File: src/rtl/gmux_pkg.sv
// Shared types and constants for the GMUX select sequencer.
package gmux_pkg;

  typedef enum logic [2:0] {
    ST_IDLE   = 3'd0,
    ST_GATE   = 3'd1,
    ST_SWITCH = 3'd2,
    ST_SETTLE = 3'd3,
    ST_ENABLE = 3'd4
  } gmux_state_e;

  localparam logic SEL_IP = 1'b0;
  localparam logic SEL_IC = 1'b1;

  localparam int DEF_GATE_CYCLES   = 4;
  localparam int DEF_SETTLE_CYCLES = 8;

  // Wide enough to hold the larger of the two wait loads, plus one bit of headroom.
  function automatic int cnt_width(input int a, input int b);
    int m;
    m = (a > b) ? a : b;
    if (m < 1) m = 1;
    return $clog2(m) + 1;
  endfunction

endpackage

File: src/rtl/gmux_wait_counter.sv
// Loadable down-counter with zero flag; shared by the gate and settle waits.
module gmux_wait_counter #(
  parameter int W = 4
) (
  input  logic         clk,
  input  logic         rst,
  input  logic         load,
  input  logic [W-1:0] load_val,
  input  logic         dec,
  output logic         zero
);

  logic [W-1:0] cnt;

  always_ff @(posedge clk) begin
    if (rst) begin
      cnt <= '0;
    end else if (load) begin
      cnt <= load_val;
    end else if (dec && (cnt != '0)) begin
      cnt <= cnt - W'(1);
    end
  end

  assign zero = (cnt == '0);

endmodule

File: src/rtl/gmux_sel_sequencer.sv
// Sequences GMUX IS0 changes: gate consumers, flip select, settle, re-enable.
module gmux_sel_sequencer
  import gmux_pkg::*;
#(
  parameter int   GATE_CYCLES   = DEF_GATE_CYCLES,
  parameter int   SETTLE_CYCLES = DEF_SETTLE_CYCLES,
  parameter logic RESET_SEL     = SEL_IP
) (
  input  logic clk,
  input  logic rst,
  input  logic req_valid,
  input  logic req_sel,
  output logic req_ready,
  output logic is0,
  output logic clk_en,
  output logic busy,
  output logic done
);

  localparam int CNT_W = cnt_width(GATE_CYCLES, SETTLE_CYCLES);

  if (GATE_CYCLES < 1) begin : g_bad_gate
    $error("GATE_CYCLES must be at least 1");
  end
  if (SETTLE_CYCLES < 1) begin : g_bad_settle
    $error("SETTLE_CYCLES must be at least 1");
  end

  gmux_state_e        state, state_d;
  logic               sel_q, sel_d;
  logic               is0_d, clk_en_d, done_d;
  logic               cnt_load, cnt_dec, cnt_zero;
  logic [CNT_W-1:0]   cnt_val;

  gmux_wait_counter #(.W(CNT_W)) u_wait (
    .clk      (clk),
    .rst      (rst),
    .load     (cnt_load),
    .load_val (cnt_val),
    .dec      (cnt_dec),
    .zero     (cnt_zero)
  );

  // State register
  always_ff @(posedge clk) begin
    if (rst) state <= ST_IDLE;
    else     state <= state_d;
  end

  // Next-state logic; same-select requests complete without leaving IDLE
  always_comb begin
    state_d = state;
    unique case (state)
      ST_IDLE:   if (req_valid && (req_sel != is0)) state_d = ST_GATE;
      ST_GATE:   if (cnt_zero) state_d = ST_SWITCH;
      ST_SWITCH: state_d = ST_SETTLE;
      ST_SETTLE: if (cnt_zero) state_d = ST_ENABLE;
      ST_ENABLE: state_d = ST_IDLE;
      default:   state_d = ST_IDLE;
    endcase
  end

  // Next values for the registered outputs and counter controls
  always_comb begin
    is0_d    = is0;
    clk_en_d = clk_en;
    done_d   = 1'b0;
    sel_d    = sel_q;
    cnt_load = 1'b0;
    cnt_val  = '0;
    cnt_dec  = 1'b0;
    unique case (state)
      ST_IDLE: begin
        if (req_valid) begin
          if (req_sel == is0) begin
            done_d = 1'b1;
          end else begin
            sel_d    = req_sel;
            clk_en_d = 1'b0;
            cnt_load = 1'b1;
            cnt_val  = CNT_W'(GATE_CYCLES - 1);
          end
        end
      end
      ST_GATE: begin
        clk_en_d = 1'b0;
        cnt_dec  = 1'b1;
      end
      ST_SWITCH: begin
        is0_d    = sel_q;
        clk_en_d = 1'b0;
        cnt_load = 1'b1;
        cnt_val  = CNT_W'(SETTLE_CYCLES - 1);
      end
      ST_SETTLE: begin
        clk_en_d = 1'b0;
        cnt_dec  = 1'b1;
      end
      ST_ENABLE: begin
        clk_en_d = 1'b1;
        done_d   = 1'b1;
      end
      default: begin
        clk_en_d = 1'b1;
      end
    endcase
  end

  // Output registers; reset wins over any in-flight sequence
  always_ff @(posedge clk) begin
    if (rst) begin
      is0    <= RESET_SEL;
      clk_en <= 1'b1;
      done   <= 1'b0;
      sel_q  <= RESET_SEL;
    end else begin
      is0    <= is0_d;
      clk_en <= clk_en_d;
      done   <= done_d;
      sel_q  <= sel_d;
    end
  end

  assign req_ready = (state == ST_IDLE);
  assign busy      = (state != ST_IDLE);

endmodule

File: config.mk
export PLATFORM = sky130hd
export DESIGN_NAME = gmux_sel_sequencer
export DESIGN_NICKNAME = d
export VERILOG_FILES = /design/src/rtl/gmux_pkg.sv /design/src/rtl/gmux_wait_counter.sv /design/src/rtl/gmux_sel_sequencer.sv
export SDC_FILE = /design/constraint.sdc
export NUM_CORES = 1
export LEC_CHECK = 0
export ABC_AREA = 1
export BUFFER_PORTS_ARGS = -buffer_cell sky130_fd_sc_hd__buf_2
export CAP_MARGIN = 20
export CORE_MARGIN = 2
export CORE_UTILIZATION = 41
export DETAILED_ROUTE_END_ITERATION = 7
export GPL_ROUTABILITY_DRIVEN = 0
export PLACE_DENSITY = 0.58
export SETUP_SLACK_MARGIN = 0.3
export SKIP_LAST_GASP = 1
export SYNTH_ARGS = -nofsm -noshare
export SYNTH_HDL_FRONTEND = slang
export SYNTH_SLANG_ARGS = --single-unit
export TNS_END_PERCENT = 30
File: constraint.sdc
create_clock -name clk -period 1.3 [get_ports clk]
set_input_delay 0.13 -clock clk [delete_from_list [all_inputs] [get_ports clk]]
set_output_delay 0.13 -clock clk [all_outputs]
set_load 0.05 [all_outputs]
* After elaboration in Yosys (flattened, before gate mapping)
Index checks and enable logic that the tools add are counted.
W data, S select, Z words.
** Storage, ports and cells
- Flip-flop bits (word level) :: 11
- Latch bits :: 0
- Bits in writable memories :: 0
- Bits in read-only memories :: 0
- Bits of input ports :: 4
- Output and inout bits :: 5
- Word-level logic and storage cells :: 50
- Memories kept :: 0
** Cells by class
- Add/subtract/negate cells :: 1
- Multiply operators :: 0
- Div/mod/pow operators :: 0
- Order comparisons :: 0
- Equality and inequality tests :: 11
- Shift operators :: 0
- Muxes and demuxes :: 19
- Bitwise operators :: 1
- Reductions and logical operators :: 12
** Operator list (count)
- $pmux W3 S4 :: 1
- $mux W3 :: 3
- $mux W4 :: 2
- $ne A2 B2 Y1 const B :: 4
- $mux W1 :: 7
- $eq A3 B2 Y1 const B :: 2
- $pmux W1 S2 :: 3
- $pmux W3 S2 :: 1
- $reduce_and A3 Y1 :: 2
- $logic_not A4 Y1 :: 1
- $mux W2 :: 2
- $reduce_bool A4 Y1 :: 1
- $sub A4 B1 Y4 const B :: 1
- $eq A3 B1 Y1 const B :: 1
- $eq A3 B3 Y1 const B :: 1
- $logic_not A3 Y1 :: 1
- $reduce_bool A3 Y1 :: 1
- $reduce_or A3 Y1 :: 1
- $logic_and A1 B1 Y1 :: 2
- $ne A2 B1 Y1 const B :: 1
- $reduce_and A2 Y1 :: 1
- $reduce_bool A2 Y1 :: 1
- $reduce_or A2 Y1 :: 1
- $eq A1 B1 Y1 :: 1
- 2 further kinds :: 2

* Logic depth before layout (Yosys ltp)
Gate-level depths: netlist of run 1.
- Depth in word-level cells :: 6
- Mapped depth :: 9
- Gate-level depth less buffers :: 9

* Modules after synthesis
Synthesis of run 1 repeated with hierarchy kept, for this count alone.
** Unflattened totals
- Cells, all modules :: 92
- Area total of the unflattened synthesis :: 645.6 µm²
** Modules (own cells, without submodules)
- gmux_sel_sequencer :: instances 1, cells an instance 51, area an instance 371.6 µm², sequential area each 140.1 µm²
- gmux_wait_counter :: instances 1, cells an instance 41, area an instance 274.0 µm², sequential area each 80.1 µm²

* Worst setup path after synthesis of run 1
OpenSTA, ideal clock, no wires.
- Path type :: register -> register
- From :: register is0
- To :: register state[1]
- Setup time :: 0.118 ns
- Arrival :: 1.267 ns
- Required time :: 1.182 ns
- Path slack :: -0.085 ns
- Cell stages (with the launch flop) :: 8
- Buffers on the path :: 0
- Period minus slack after synthesis :: 1.385 ns
- Path through :: dfxtp_1 inv_1 nand2_2 nand3_2 nand2_4 nand2_2 o21ai_1 nor2_1
** Between the ends
- Word-level cells in the longest chain between the ends :: 4
** RTL lines
- from (decl) :: RTL line gmux_sel_sequencer.sv:14 : output logic is0,
- from (signal assigned) :: RTL line gmux_sel_sequencer.sv:117 : is0 <= is0_d;
- $ne A1 B1 Y1 :: RTL line gmux_sel_sequencer.sv:54 : ST_IDLE: if (req_valid && (req_sel != is0)) state_d = ST_GATE;
- $logic_and A1 B1 Y1 :: RTL line gmux_sel_sequencer.sv:54
- $ne A2 B1 Y1 (no line)
- $reduce_and A3 Y1 (no line)
- to (signal assigned) :: RTL line gmux_sel_sequencer.sv:47 : else state <= state_d;
- to (decl) :: RTL line gmux_sel_sequencer.sv:29 : gmux_state_e state, state_d;
No other way between the ends.
A chain may end at the register's enable or synchronous reset.

* Worst setup path after layout of run 1
- From :: register state[0]
- To :: output port busy
** Between the ends
- Word-level cells in the longest chain between the ends :: 1
** RTL lines
- $reduce_bool A3 Y1 :: RTL line gmux_sel_sequencer.sv:125 : assign busy = (state != ST_IDLE);
- to (decl) :: RTL line gmux_sel_sequencer.sv:16 : output logic busy,
No other way between the ends.

==> results of run 1 <==
==> layout by cell type, fill, tap and decap left out, types with 2 or more instances in the layout <==
cell type / n
clkinv_1: 2
nand3_4: 2
nand2_1: 17
a21oi_1: 5
buf_4: 2
nand3_2: 3
nor2_1: 4
dfxtp_2: 4
inv_1: 6
buf_6: 3
dfxtp_1: 6
buf_2: 6
inv_2: 6
clkbuf_4: 3
nand2_4: 2
nand2_2: 4
nand3_1: 5
o21ai_1: 3
nand2_8: 2
==> synth_stat cells (all sizes together) <==
library cell  number  area share, %
nand2             25             22
nor2               6            6.5
buf                1           0.79
inv               13            7.7
clkinv             3            2.6
a21oi              6            5.4
dfxtp             11             35
o21ai              4            3.2
ha                 1            2.0
nor3               1           0.79
nand3             10             12
a31oi              1            2.0
==> path summary, 6_finish.rpt <==
path	end	slack (ps)	cells after the start
min reg2reg	sel_q$_SDFFE_PP0P_	470	2
min	done$_SDFF_PP0_	130	3
max reg2reg	u_wait.cnt[1]$_SDFFE_PP0P_	170	8
max	busy	150	5
==> timing repair <==
action	CTS	global route
pin swaps	4	5
resized for setup	11	8
buffers inserted	3	0
setup endpoints to repair	11	14
==> registers in the layout, indices dropped and copies added (netlist names) <==
| signal | count |
|---|---|
| is0 | 1 |
| sel_q | 1 |
| clk_en | 1 |
| state | 3 |
| u_wait.cnt | 4 |
| done | 1 |
==> worst max-delay path: cells and delay by family, from the launching register on <==
kind / cells / cell delay [ps]
simple gates: 2 / 170
flops: 1 / 330
buf+inv: 3 / 250
==> routing by layer <==
layer	vias up	routed length, um	GRT usage (%)
li1	282	-	-
met1	240	497	17.3
met2	11	566	26.3
met3	5	45	2.55
met4	0	46	12.7
met5	-	0	0
==> stage by stage <==
| stage | utilization [%] | hold WS, ps | instance area, um^2 | setup slack, ps |
|---|---|---|---|---|
| after floorplan | - | 269 | 636 | 163 |
| after global placement | 46.9 | 412 | 691 | 112 |
| after detailed placement | 46.9 | 414 | 691 | 72.6 |
| after CTS | 52.3 | 122 | 769 | 105 |
| after global routing | 54.7 | 145 | 805 | 79.3 |
| final | 54.7 | 133 | 805 | 147 |
==> layout make-up <==
class / instances / area, um^2 / area share, %
multi-input cells: 54 / 383 / 47.6
flip-flops and latches: 11 / 229 / 28.5
repair buffers: 11 / 78.8 / 9.80
inverters: 16 / 67.6 / 8.40
clock buffers: 4 / 26.3 / 3.27
well taps: 16 / 20.0 / 2.49
==> cells by family (layout without fill, tap and decap cells) <==
logic type / Yosys count / count (layout) / share of synthesized area (%)
buffers and inverters: 17 / 31 / 11.1
flip-flops: 11 / 11 / 34.9
AO/OA/AOI/OAI: 11 / 11 / 10.5
AND/OR/NAND/NOR: 42 / 42 / 41.5
adder cells (fa/ha/maj): 1 / 1 / 1.98
==> power groups by stage <==
stage,Sequential [W],Clock [W],Combinational [W]
final,0.000545,0.000243,0.00153
after detailed placement,0.000529,0,0.00127
after global routing,0.000561,0.000266,0.00168
after CTS,0.000535,0.000249,0.00145
after global placement,0.000531,0,0.00126
after floorplan,0.000607,0,0.00100
==> results by group, run 1 <==
Outcome
  • Outcome: complete, no violations

Routing
  • First DRT Iteration DRCs: 9
  • Post-route DRC: 0
  • Wire per inst: 10.3 um
  • Final wirelength: 1.16 mm
  • Count of nets left with antenna violations after detail routing: 0
  • Ratio of routed vias to standard cells: between 4 and 5
  • Number of detailed-routing iterations run before antenna repair: 3
  • Total vias in the final route: 538

Clock network
  • Clk root buf: clkbuf_4
  • TritonCTS clock tree: built
  • Clock-pin slew reported for the worst setup and hold paths after clock tree synthesis: 70 ps
  • Source-to-sink clock delay at the later pin of the worst-skew pair: 280 ps
  • Clock tree sinks: 11
  • Post-CTS Hold Fix Bufs: 0
  • H-Tree Level Count: 1
  • Clock buffer count from CTS: 3
  • Buffer levels on the longest clock path: 2

Critical path
  • Kind of launch point of the worst setup path: flop
  • Critical path launch point: state[0]$_SDFFE_PP0P_
  • WP data required: between 1000 and 1500 ps
  • Maximum single-stage delay on the critical path: 330 ps
  • Element type at the critical path end: primary output
  • Crit Path Class: reg2out
  • Library cell contributing the largest single delay on the critical path: dfxtp_2
  • Reg2Reg Launch Point: u_wait.cnt[1]$_SDFFE_PP0P_
  • Ordered list of cells on the worst path: inv_4 > nand2_4 > nor2_8 > inv_2 > buf_6
  • Max FO, Critical Path: 3
  • Crit path arrival time: 1020 ps

Timing
  • Setup violations, final: 0
  • Number of max-slew violations in the final report: 0
  • Worst relative slew slack: 82.7%
  • Slew at the pin closest to its max-slew limit: roughly 260 ps
  • Part of the cycle the worst path needs: 88.7%
  • Hold Fails Final Rpt: 0
  • Total Neg Setup Slack: 0 ps
  • Highest clock frequency the design can meet: 0.867 GHz
  • Final min period: around 1200 ps
  • Setup repair after global routing missed its margin: yes
  • Worst-case clock skew: roughly 6.4 ps

Die
  • Number of placement rows: 14
  • Die footprint: 0.00187 mm^2
  • IO Count: 9
  • Floorplan core area: 0.00147 mm^2
  • Die width: 43.2 um
  • Vertical die dimension: 43.2 um
  • Initial standard-cell utilization of the core: 42.9%

Power and ir drop
  • Cell Pwr Density: 2880 mW/mm^2
  • Total chip power: between 0.002 and 0.0025 W
  • Max VDD drop: around 0.0014 V
  • Clock power share: between 10% and 20%
  • Combinational cell fraction of total power: 66.0%
  • Internal power summed over all cells: 0.00114 W
  • Sw Ratio: 50.6%
  • Net switching power: 0.00117 W
  • Static leakage: 0.364 nW
  • Share of power burned in registers: 23.5%

Global routing
  • Total congestion overflow: 0
  • Initial antenna violation count: 0
  • Maximum number of pins on one net before global-route repair: 10
  • Number of global-route vias before repair: 506
  • Global-route usage over all layers: 15.8%
  • Global-route wire length before repair: 2.12 mm

Layout
  • Fraction of layout instances using a drive strength above 1: 47.9%
  • Area growth from synthesis to layout: 27.6%
  • Nets: a little over 100
  • Final cell count without fillers: 112
  • Number of filler cells placed in the layout: 150
  • Final antenna diode count: 0

Yosys
  • Avg Inst Size Synth: 7.69 um^2
  • Combined area of all synthesized cells: 631 um^2
  • Instance count of the mapped netlist: 82
  • Syn nets: 87
  • Portion of the post-synthesis area used by sequential elements: between 30% and 40%
  • Count of yosys warnings during synthesis: 0
  • Number of storage elements in the synthesis netlist: 11
  • Distinct cell type count of the synthesized netlist: 22

Placed design
  • Port buffer count: 8
  • Placed Cells: 105
  • HPWL Detailed: roughly 870 um

Min path
  • Worst hold path class: in2reg
  • Launch instance of the worst min-delay path: req_valid

Job
  • Count of maximum capacitance violations: 0
Power figures use the tool's default switching activity.
==> run 2: changes to the inputs <==
CTS_CLUSTER_DIAMETER = 200   (was unset)
PLACE_DENSITY = 0.61   (was 0.58)
clock period = 0.97 ns   (was 1.3 ns; I/O delays follow)
==> run 2 against run 1 <==
The flow now finishes with violations (setup timing). Die area unchanged. First-iteration DRC count down 44%. Via count up 7.2%. Critical path type unchanged. Clock-buffer cell count unchanged. Sequential cell count unchanged. Largest power group unchanged. Register-to-register slack worse by 350 ps. Final area up 12%. Wire length up 23%. Power up 50%.
==> results by group, run 2 (synthesis results as in run 1) <==
Critical path
  • Crit Path Class: reg2out
  • Timing endpoint of the critical path: busy
  • WP data required: roughly 870 ps
  • Element type at the critical path end: primary output
  • Max FO, Critical Path: 4
  • Crit path arrival time: 1060 ps
  • Number of cells on the worst reg-to-reg path: 8
  • Reg-to-reg critical path endpoint: u_wait.cnt[1]$_SDFFE_PP0P_
  • Reg2Reg Launch Point: u_wait.cnt[0]$_SDFFE_PP0P_
  • Kind of launch point of the worst setup path: flop
  • R2R setup slack: -180 ps
  • Critical path launch point: state[2]$_SDFFE_PP0P_

Layout
  • Area growth from synthesis to layout: 42.9%
  • Nets: 114
  • Largest register by flop count: u_wait.cnt
  • Leading registers by flop count: u_wait.cnt x4, state x3
  • Max FFs per register: 4
  • Highest-count cells in the layout ignoring fill and taps: nand2_1 (18), buf_4 (14), inv_2 (7)
  • Fraction of layout instances using a drive strength above 1: 53.7%
  • Final antenna diode count: 0
  • Number of filler cells placed in the layout: around 130
  • Most common library cell in the layout ignoring fill and taps: nand2_1

Outcome
  • Outcome: finished with violations
  • Failing checks: setup timing

Global routing
  • Number of global-route vias before repair: roughly 530
  • Global-route usage over all layers: between 10% and 20%
  • Global-route wire length before repair: 2.27 mm
  • Initial antenna violation count: 0
  • Maximum number of pins on one net before global-route repair: 10
  • Total congestion overflow: 0

Clock network
  • Clock-pin slew reported for the worst setup and hold paths after clock tree synthesis: 70 ps
  • Clock buffer count from CTS: 3
  • Clk root buf: clkbuf_4
  • Clock tree sinks: 11
  • H-Tree Level Count: 1
  • TritonCTS clock tree: built
  • Post-CTS Hold Fix Bufs: 0
  • Buffer levels on the longest clock path: 2
  • Source-to-sink clock delay at the later pin of the worst-skew pair: 260 ps

Power and ir drop
  • Max VDD drop: 0.00176 V
  • Cell Pwr Density: a little under 4000 mW/mm^2
  • Total chip power: 0.00347 W
  • Static leakage: 0.429 nW

Min path
  • Worst hold path class: in2reg

Timing
  • Highest clock frequency the design can meet: 0.865 GHz
  • Final min period: 1160 ps
  • Setup repair after global routing missed its margin: yes
  • Final setup margin: -185 ps
  • Worst-case clock skew: between 1 and 1.5 ps
  • Number of max-slew violations in the final report: 0
  • Slew at the pin closest to its max-slew limit: 253 ps
  • Worst relative slew slack: 83.1%
  • Hold Fails Final Rpt: 0
  • Part of the cycle the worst path needs: 119%
  • Setup violations, final: 13

Routing
  • First DRT Iteration DRCs: 5
  • Count of nets left with antenna violations after detail routing: 0
  • Ratio of routed vias to standard cells: 4.65
  • Wire per inst: 11.5 um
  • Number of detailed-routing iterations run before antenna repair: 4
  • Final wirelength: approximately 1.4 mm
  • Post-route DRC: 0
  • Total vias in the final route: a little under 600

Placed design
  • Port buffer count: 8
  • Pre-CTS setup slack: -133 ps
  • HPWL Detailed: approximately 930 um

Die
  • Floorplan core area: between 0.001 and 0.0015 mm^2
  • Die footprint: 0.00187 mm^2
  • Die width: 43.2 um
  • Number of placement rows: 14
  • Initial standard-cell utilization of the core: 42.9%
  • Vertical die dimension: 43.2 um
  • IO Count: 9

Job
  • Count of maximum capacitance violations: 0
## run 2: cell types whose count changed in the layout (fill, tap and decap cells not counted), sizes merged
cell    change
buf        +12
clkinv      -1
inv         +1
## run 2: worst min path at each step
| stage | to | from | cells past startpoint |
|---|---|---|---|
| after floorplan | done$_SDFF_PP0_ | req_valid | 2 |
| after global placement | done$_SDFF_PP0_ | req_valid | 3 |
| after detailed placement | done$_SDFF_PP0_ | req_valid | 3 |
| after CTS | done$_SDFF_PP0_ | req_valid | 3 |
| after global routing | sel_q$_SDFFE_PP0P_ | req_sel | 3 |
| final | u_wait.cnt[3]$_SDFFE_PP0P_ | rst | 2 |
## run 2: final cells by class
class	instances	area [um^2]	share of cell area [%]
well taps	16	20.0	2.22
multi-input cells	54	382	42.4
repair buffers	23	176	19.6
inverters	16	67.6	7.50
flip-flops and latches	11	229	25.4
clock buffers	4	26.3	2.92
## run 2: metal layers
layer  track usage, %  up-vias  wire [um]
met1             19.5      252        542
met5                0        -          0
li1                 -      312          -
met2             28.1       11        828
met3             3.83        2         38
met4             9.09        0         10
## run 2: power breakdown
group	switching, W	total, W	internal, W	leakage [nW]
Combinational	0.00140	0.00243	0.00103	0.321
Clock	0.000159	0.000318	0.000159	0.0150
Sequential	0.000106	0.000722	0.000616	0.0928
Total	0.00167	0.00347	0.00181	0.429
## run 2: worst max-delay path, stage by stage (launching register included)
cell and delay, ps:
dfxtp_2 330, inv_2 70, nand2_4 60, nor2_8 130, inv_2 50, buf_8 140
## run 2: what timing repair did
item,in CTS,in global routing
resized for setup,7,11
buffers inserted,3,4
endpoints found under the setup margin,16,16
pin swaps,2,7
gates cloned,0,0
## run 2: through the flow
stage / util, % / TNS [ps] / hold slack [ps] / instances / cell area, um^2
final: 61.2 / -1360 / 112 / 124 / 901
after global routing: 61.2 / -2370 / 106 / 124 / 901
after floorplan: - / -863 / 236 / 82 / 648
after detailed placement: 51.9 / -598 / 384 / 113 / 763
after CTS: 56.5 / -1430 / 100 / 120 / 831
after global placement: 51.9 / -479 / 384 / 113 / 763
